`config.mk`:
```
export PLATFORM = sky130hd
export DESIGN_NAME = stack_seq
export DESIGN_NICKNAME = d
export VERILOG_FILES = /design/src/rtl/stack_seq.sv
export SDC_FILE = /design/constraint.sdc
export NUM_CORES = 1
export LEC_CHECK = 0
export ABC_CLOCK_PERIOD_IN_PS = 2400
export CELL_PAD_IN_SITES_DETAIL_PLACEMENT = 1
export CELL_PAD_IN_SITES_GLOBAL_PLACEMENT = 2
export CORE_MARGIN = 2
export CORE_UTILIZATION = 22
export CTS_BUF_LIST = sky130_fd_sc_hd__clkbuf_2 sky130_fd_sc_hd__clkbuf_4 sky130_fd_sc_hd__clkbuf_8
export DETAILED_ROUTE_END_ITERATION = 6
export GPL_TIMING_DRIVEN = 1
export PLACE_DENSITY = 0.88
export SYNTH_ARGS = -nofsm -noshare
export SYNTH_HDL_FRONTEND = slang
export SYNTH_SLANG_ARGS = --single-unit
```
`constraint.sdc`:
```
create_clock -name clk_in -period 2.4 [get_ports clk_in]
set_clock_uncertainty 0.15 [all_clocks]
set_input_delay 0.48 -clock clk_in [delete_from_list [all_inputs] [get_ports clk_in]]
set_output_delay 0.48 -clock clk_in [all_outputs]
set_load 0.1 [all_outputs]
```
`src/rtl/stack_seq.sv`:
```
// Push/pull sequencer for a 6809-style register mask: walks the postbyte,
// drives the stack pointer strobes, the byte-wide memory port and the register file port.
module stack_seq (
    input  logic        clk_in,
    input  logic        rst,
    input  logic        start,
    input  logic        pull,
    input  logic        use_s_in,
    input  logic [7:0]  postbyte,
    input  logic [15:0] reg_su,
    input  logic [15:0] reg_data,
    input  logic [7:0]  mem_rdata,
    input  logic        mem_ack,
    output logic        busy,
    output logic        done,
    output logic        use_s,
    output logic [3:0]  path_left_addr,
    output logic        write_reg,
    output logic [3:0]  write_reg_addr,
    output logic [15:0] data_w,
    output logic        dec_su,
    output logic        inc_su,
    output logic        mem_req,
    output logic        mem_we,
    output logic [15:0] mem_addr,
    output logic [7:0]  mem_wdata
);

    typedef enum logic [2:0] {
        ST_IDLE,
        ST_SEL,
        ST_DEC,
        ST_WMEM,
        ST_RMEM,
        ST_INC,
        ST_WREG,
        ST_DONE
    } state_t;

    state_t      state_reg, state_next;
    logic        pull_reg, pull_next;
    logic        use_s_reg, use_s_next;
    logic [7:0]  mask_reg, mask_next;
    logic [2:0]  bit_reg, bit_next;
    logic [1:0]  cnt_reg, cnt_next;
    logic [15:0] data_reg, data_next;

    logic [7:0]  push_pick;
    logic [7:0]  pull_pick;
    logic [7:0]  pick_vec;
    logic [2:0]  pick_idx;
    logic [3:0]  cur_code;
    logic        hi_byte;

    // One-hot pick per bit: push takes the highest set bit, pull the lowest.
    genvar gi;
    generate
        for (gi = 0; gi < 8; gi++) begin : g_pick
            assign push_pick[gi] = mask_reg[gi] & ~(|(mask_reg >> (gi + 1)));
            assign pull_pick[gi] = mask_reg[gi] & ~(|(mask_reg << (8 - gi)));
        end
    endgenerate

    always_comb begin
        pick_vec = pull_reg ? pull_pick : push_pick;
        pick_idx = 3'd0;
        for (int i = 0; i < 8; i++) begin
            if (pick_vec[i]) begin
                pick_idx = 3'(i);
            end
        end
    end

    // Postbyte bit to register code; bit 6 names the stack not in use.
    always_comb begin
        case (bit_reg)
            3'd7:    cur_code = 4'd5;
            3'd6:    cur_code = use_s_reg ? 4'd3 : 4'd4;
            3'd5:    cur_code = 4'd2;
            3'd4:    cur_code = 4'd1;
            3'd3:    cur_code = 4'd11;
            3'd2:    cur_code = 4'd9;
            3'd1:    cur_code = 4'd8;
            default: cur_code = 4'd10;
        endcase
    end

    // Pushes send the low byte first, so the high byte goes out when one byte remains.
    assign hi_byte = bit_reg[2] && (cnt_reg == 2'd1);

    always_ff @(posedge clk_in or posedge rst) begin
        if (rst) begin
            state_reg <= ST_IDLE;
            pull_reg  <= 1'b0;
            use_s_reg <= 1'b0;
            mask_reg  <= 8'h00;
            bit_reg   <= 3'd0;
            cnt_reg   <= 2'd0;
            data_reg  <= 16'h0000;
        end else begin
            state_reg <= state_next;
            pull_reg  <= pull_next;
            use_s_reg <= use_s_next;
            mask_reg  <= mask_next;
            bit_reg   <= bit_next;
            cnt_reg   <= cnt_next;
            data_reg  <= data_next;
        end
    end

    always_comb begin
        state_next = state_reg;
        pull_next  = pull_reg;
        use_s_next = use_s_reg;
        mask_next  = mask_reg;
        bit_next   = bit_reg;
        cnt_next   = cnt_reg;
        data_next  = data_reg;

        busy           = 1'b0;
        done           = 1'b0;
        path_left_addr = 4'd0;
        write_reg      = 1'b0;
        write_reg_addr = 4'd0;
        data_w         = 16'h0000;
        dec_su         = 1'b0;
        inc_su         = 1'b0;
        mem_req        = 1'b0;
        mem_we         = 1'b0;
        mem_addr       = 16'h0000;
        mem_wdata      = 8'h00;

        case (state_reg)
            ST_IDLE: begin
                if (start) begin
                    pull_next  = pull;
                    use_s_next = use_s_in;
                    mask_next  = postbyte;
                    state_next = ST_SEL;
                end
            end
            ST_SEL: begin
                busy = 1'b1;
                if (mask_reg == 8'h00) begin
                    state_next = ST_DONE;
                end else begin
                    bit_next   = pick_idx;
                    cnt_next   = pick_idx[2] ? 2'd2 : 2'd1;
                    data_next  = 16'h0000;
                    state_next = pull_reg ? ST_RMEM : ST_DEC;
                end
            end
            ST_DEC: begin
                busy           = 1'b1;
                dec_su         = 1'b1;
                path_left_addr = cur_code;
                state_next     = ST_WMEM;
            end
            ST_WMEM: begin
                busy           = 1'b1;
                path_left_addr = cur_code;
                mem_req        = 1'b1;
                mem_we         = 1'b1;
                mem_addr       = reg_su;
                mem_wdata      = hi_byte ? reg_data[15:8] : reg_data[7:0];
                if (mem_ack) begin
                    cnt_next = cnt_reg - 2'd1;
                    if (cnt_reg > 2'd1) begin
                        state_next = ST_DEC;
                    end else begin
                        mask_next[bit_reg] = 1'b0;
                        state_next         = ST_SEL;
                    end
                end
            end
            ST_RMEM: begin
                busy     = 1'b1;
                mem_req  = 1'b1;
                mem_addr = reg_su;
                if (mem_ack) begin
                    // Pulls arrive high byte first for 16-bit registers.
                    if (cnt_reg == 2'd2) begin
                        data_next[15:8] = mem_rdata;
                    end else begin
                        data_next[7:0] = mem_rdata;
                    end
                    cnt_next   = cnt_reg - 2'd1;
                    state_next = ST_INC;
                end
            end
            ST_INC: begin
                busy       = 1'b1;
                inc_su     = 1'b1;
                state_next = (cnt_reg != 2'd0) ? ST_RMEM : ST_WREG;
            end
            ST_WREG: begin
                busy               = 1'b1;
                write_reg          = 1'b1;
                write_reg_addr     = cur_code;
                data_w             = data_reg;
                mask_next[bit_reg] = 1'b0;
                state_next         = ST_SEL;
            end
            ST_DONE: begin
                done       = 1'b1;
                state_next = ST_IDLE;
            end
            default: begin
                state_next = ST_IDLE;
            end
        endcase
    end

    assign use_s = use_s_reg;

endmodule

```
==> flow_summary.yaml <==
floorplanning:
  io_pins: 110
  dieHeight_microns: 104
  start_util_pct: 22.6
  dieArea_sq_um: 10800
  fp-row-count: 36
  coreArea_sq_um: 9770
  die_w_microns: 104
route:
  drc: 0
  dr.first_iter.drc_count: 51
  vias: 2470
  wl_microns: 8370
  via_per_inst: 4.66
  first_pass_iters: 6
  wl_per_cell_microns: 15.8
  ant_nets: 0
critical_path:
  cp-start-kind: "register"
  critPathKind: "register to output pin"
  cp_num_cells: 4
  critPathRequiredTime_ps: 1770
  crit_chain: "buf_4 > nand2_1 > nor2_4 > buf_12"
  path_buf_inv: 2
  end_kind: "output pin"
  cp_slowest_stage_delay_ps: 440
  r2r_cells: 5
  cp_data_arrival_time_ps: 1710
  crit_family: "simple AND/OR/NAND/NOR gates"
  cp_max_fo: 14
  worst_path_max_delay_cell: "dfrtp_2"
placement:
  dpl-instance-area_sq_um: 4330
  placed_cells: 522
  dp_hpwl_microns: 6820
  port_buffers: 109
  place_congestion: 0.757
global_route:
  grt_pass1_vias: 2680
  grtUsageMet1_pct: 19.2
  grt_pass1_wl_microns: 14000
  grt_busiest_layer: "met2"
  antenna_found_initial: 0
  grt_start_max_net_pins: 35
  met3_usage_pct: 3.32
  grt_usage_pct: 15.8
  grt_use_met2_pct: 29.2
  overflow: 0
clock_network:
  holdBufCountCts: 0
  clock_path_buffers: 2
  htreeDepth: 2
  cts_sinks: 34
  insertion_delay_ps: 280
  cts_setup_buffers: 0
  path_clk_slew_ps: 70
  cts_root_buf: "clkbuf_8"
  cts_inserted_buffers: 5
  cts_tree: "yes"
logic_synthesis:
  synth.distinct_cells: 40
  synthCells: 279
  synth_edf_count: 0
  synthesis.area_sq_um: 2210
  yosysWarnings: 0
  synth.avg_cell_area_sq_um: 7.91
  ys_ff_latch: 34
  syn_nets: 336
  yosysSeqAreaShare_pct: 38.5
  synthFlopType: "dfrtp_1"
  ys_async_sr_fraction_pct: 100
timing:
  fmax_ghz: 0.428
  slew_violations: 0
  rsz0062_at_grt: "false"
  report.final.hold_viol_count: 0
  period_minus_slack_ps: 2340
  finalCritPeriodShare_pct: 97.4
  worst_slew_pin_slew_ps: 534
  tns_ps: 0
  slew_headroom_pct: 64.3
  whs_ps: 350
  setup_viol: 0
power:
  power_density_nw_per_um2: 1470
  max-vdd-ir-drop_mv: 0.985
  leakagePower_nw: 1.82
finish:
  regArea_sq_um: 855
  area_delta_synth_final_pct: 103
  largest_reg_flops: 16
  layout-drive-gt1-share_pct: 38.3
  final_cell_area_sq_um: 4480
  utilization_pct: 45.9
  fin_cells: 530
  final_cell_mix: "buf_12 (56), clkdlybuf4s50_1 (53), nand2_1 (41)"
  nNetsFinal: 453
  multi_input_area_sq_um: 1510
  insertedDiodeCount: 0
  num-fill-cells: 1098
  final_common_cell: "buf_12"
worst_hold_path:
  whs_path_depth: 1
  hold_class: "register to register"
outcome:
  outcome: "finished clean"
run:
  max_cap_viol_count: 0
-- area by class of cell --
type / count / area share [%]
Tap cell: 133 / 3.71
Inverter: 9 / 0.838
Timing Repair Buffer: 128 / 40.1
Sequential cell: 34 / 19.1
Clock inverter: 1 / 0.670
Multi-Input combinational cell: 218 / 33.7
Clock buffer: 7 / 1.87
-- worst paths after layout --
kind                                                from                 endpoint  slack [ps]
worst max-delay path            state_reg[1]$_DFFE_PP0P_        path_left_addr[2]          60
worst min-delay path             data_reg[8]$_DFFE_PP0P_  data_reg[8]$_DFFE_PP0P_         350
worst max register to register   mask_reg[1]$_DFFE_PP0P_   cnt_reg[0]$_DFFE_PP0P_         240
worst min register to register   data_reg[8]$_DFFE_PP0P_  data_reg[8]$_DFFE_PP0P_         350
max in group asynchronous                            rst        use_s$_DFFE_PP0P_        1290
min in group asynchronous                            rst  data_reg[4]$_DFFE_PP0P_         460
-- cell usage after synthesis (3+ instances only) --
master / n / area, sq um
and2_1: 32 / 200
o21ai_0: 28 / 140
clkbuf_1: 15 / 56.3
o31ai_1: 3 / 22.5
dfrtp_1: 34 / 851
nand3_1: 14 / 70.1
nor2_1: 24 / 90.1
a21oi_1: 15 / 75.1
a22o_1: 12 / 105
inv_1: 9 / 33.8
o211ai_1: 4 / 30.0
nand2_1: 42 / 158
nand2b_1: 8 / 50.1
ha_1: 3 / 37.5
nor3_1: 3 / 15.0
-- timing repair --
item	4_1_cts	5_1_grt
setup endpoints to repair	37	22
gates cloned	0	0
resized for setup	8	8
-- per-layer routing --
layer / up-vias / routed length (microns)
met1: 1207 / 3540
met3: 2 / 378
met2: 59 / 4430
met5: - / 0
li1: 1202 / -
met4: 0 / 20
-- stage by stage --
step                      setup slack, ps  total power, mW
after CTS                            5.09             6.60
after floorplan                      -287             4.37
after detailed placement              157             6.02
after global placement                221             5.90
final                                61.5             6.57
after global routing               0.0248             6.91
-- logic make-up (layout without fill, tap and decap cells) --
family	count (synthesis)	after routing	share of synthesized area, %
AND/OR/NAND/NOR	133	133	30.2
AO/OA/AOI/OAI	80	80	23.8
flip-flops	34	34	38.5
buffers and inverters	27	145	4.88
adder cells (fa/ha/maj)	3	3	1.70
XOR/XNOR	1	1	0.397
multiplexers	1	1	0.510
-- where the power goes --
group | internal [mW] | switching (mW) | total (mW)
logic | 1.80 | 3.19 | 4.99
clock network | 0.333 | 0.210 | 0.544
registers | 0.782 | 0.255 | 1.04
(Power assumes the default switching activity.)
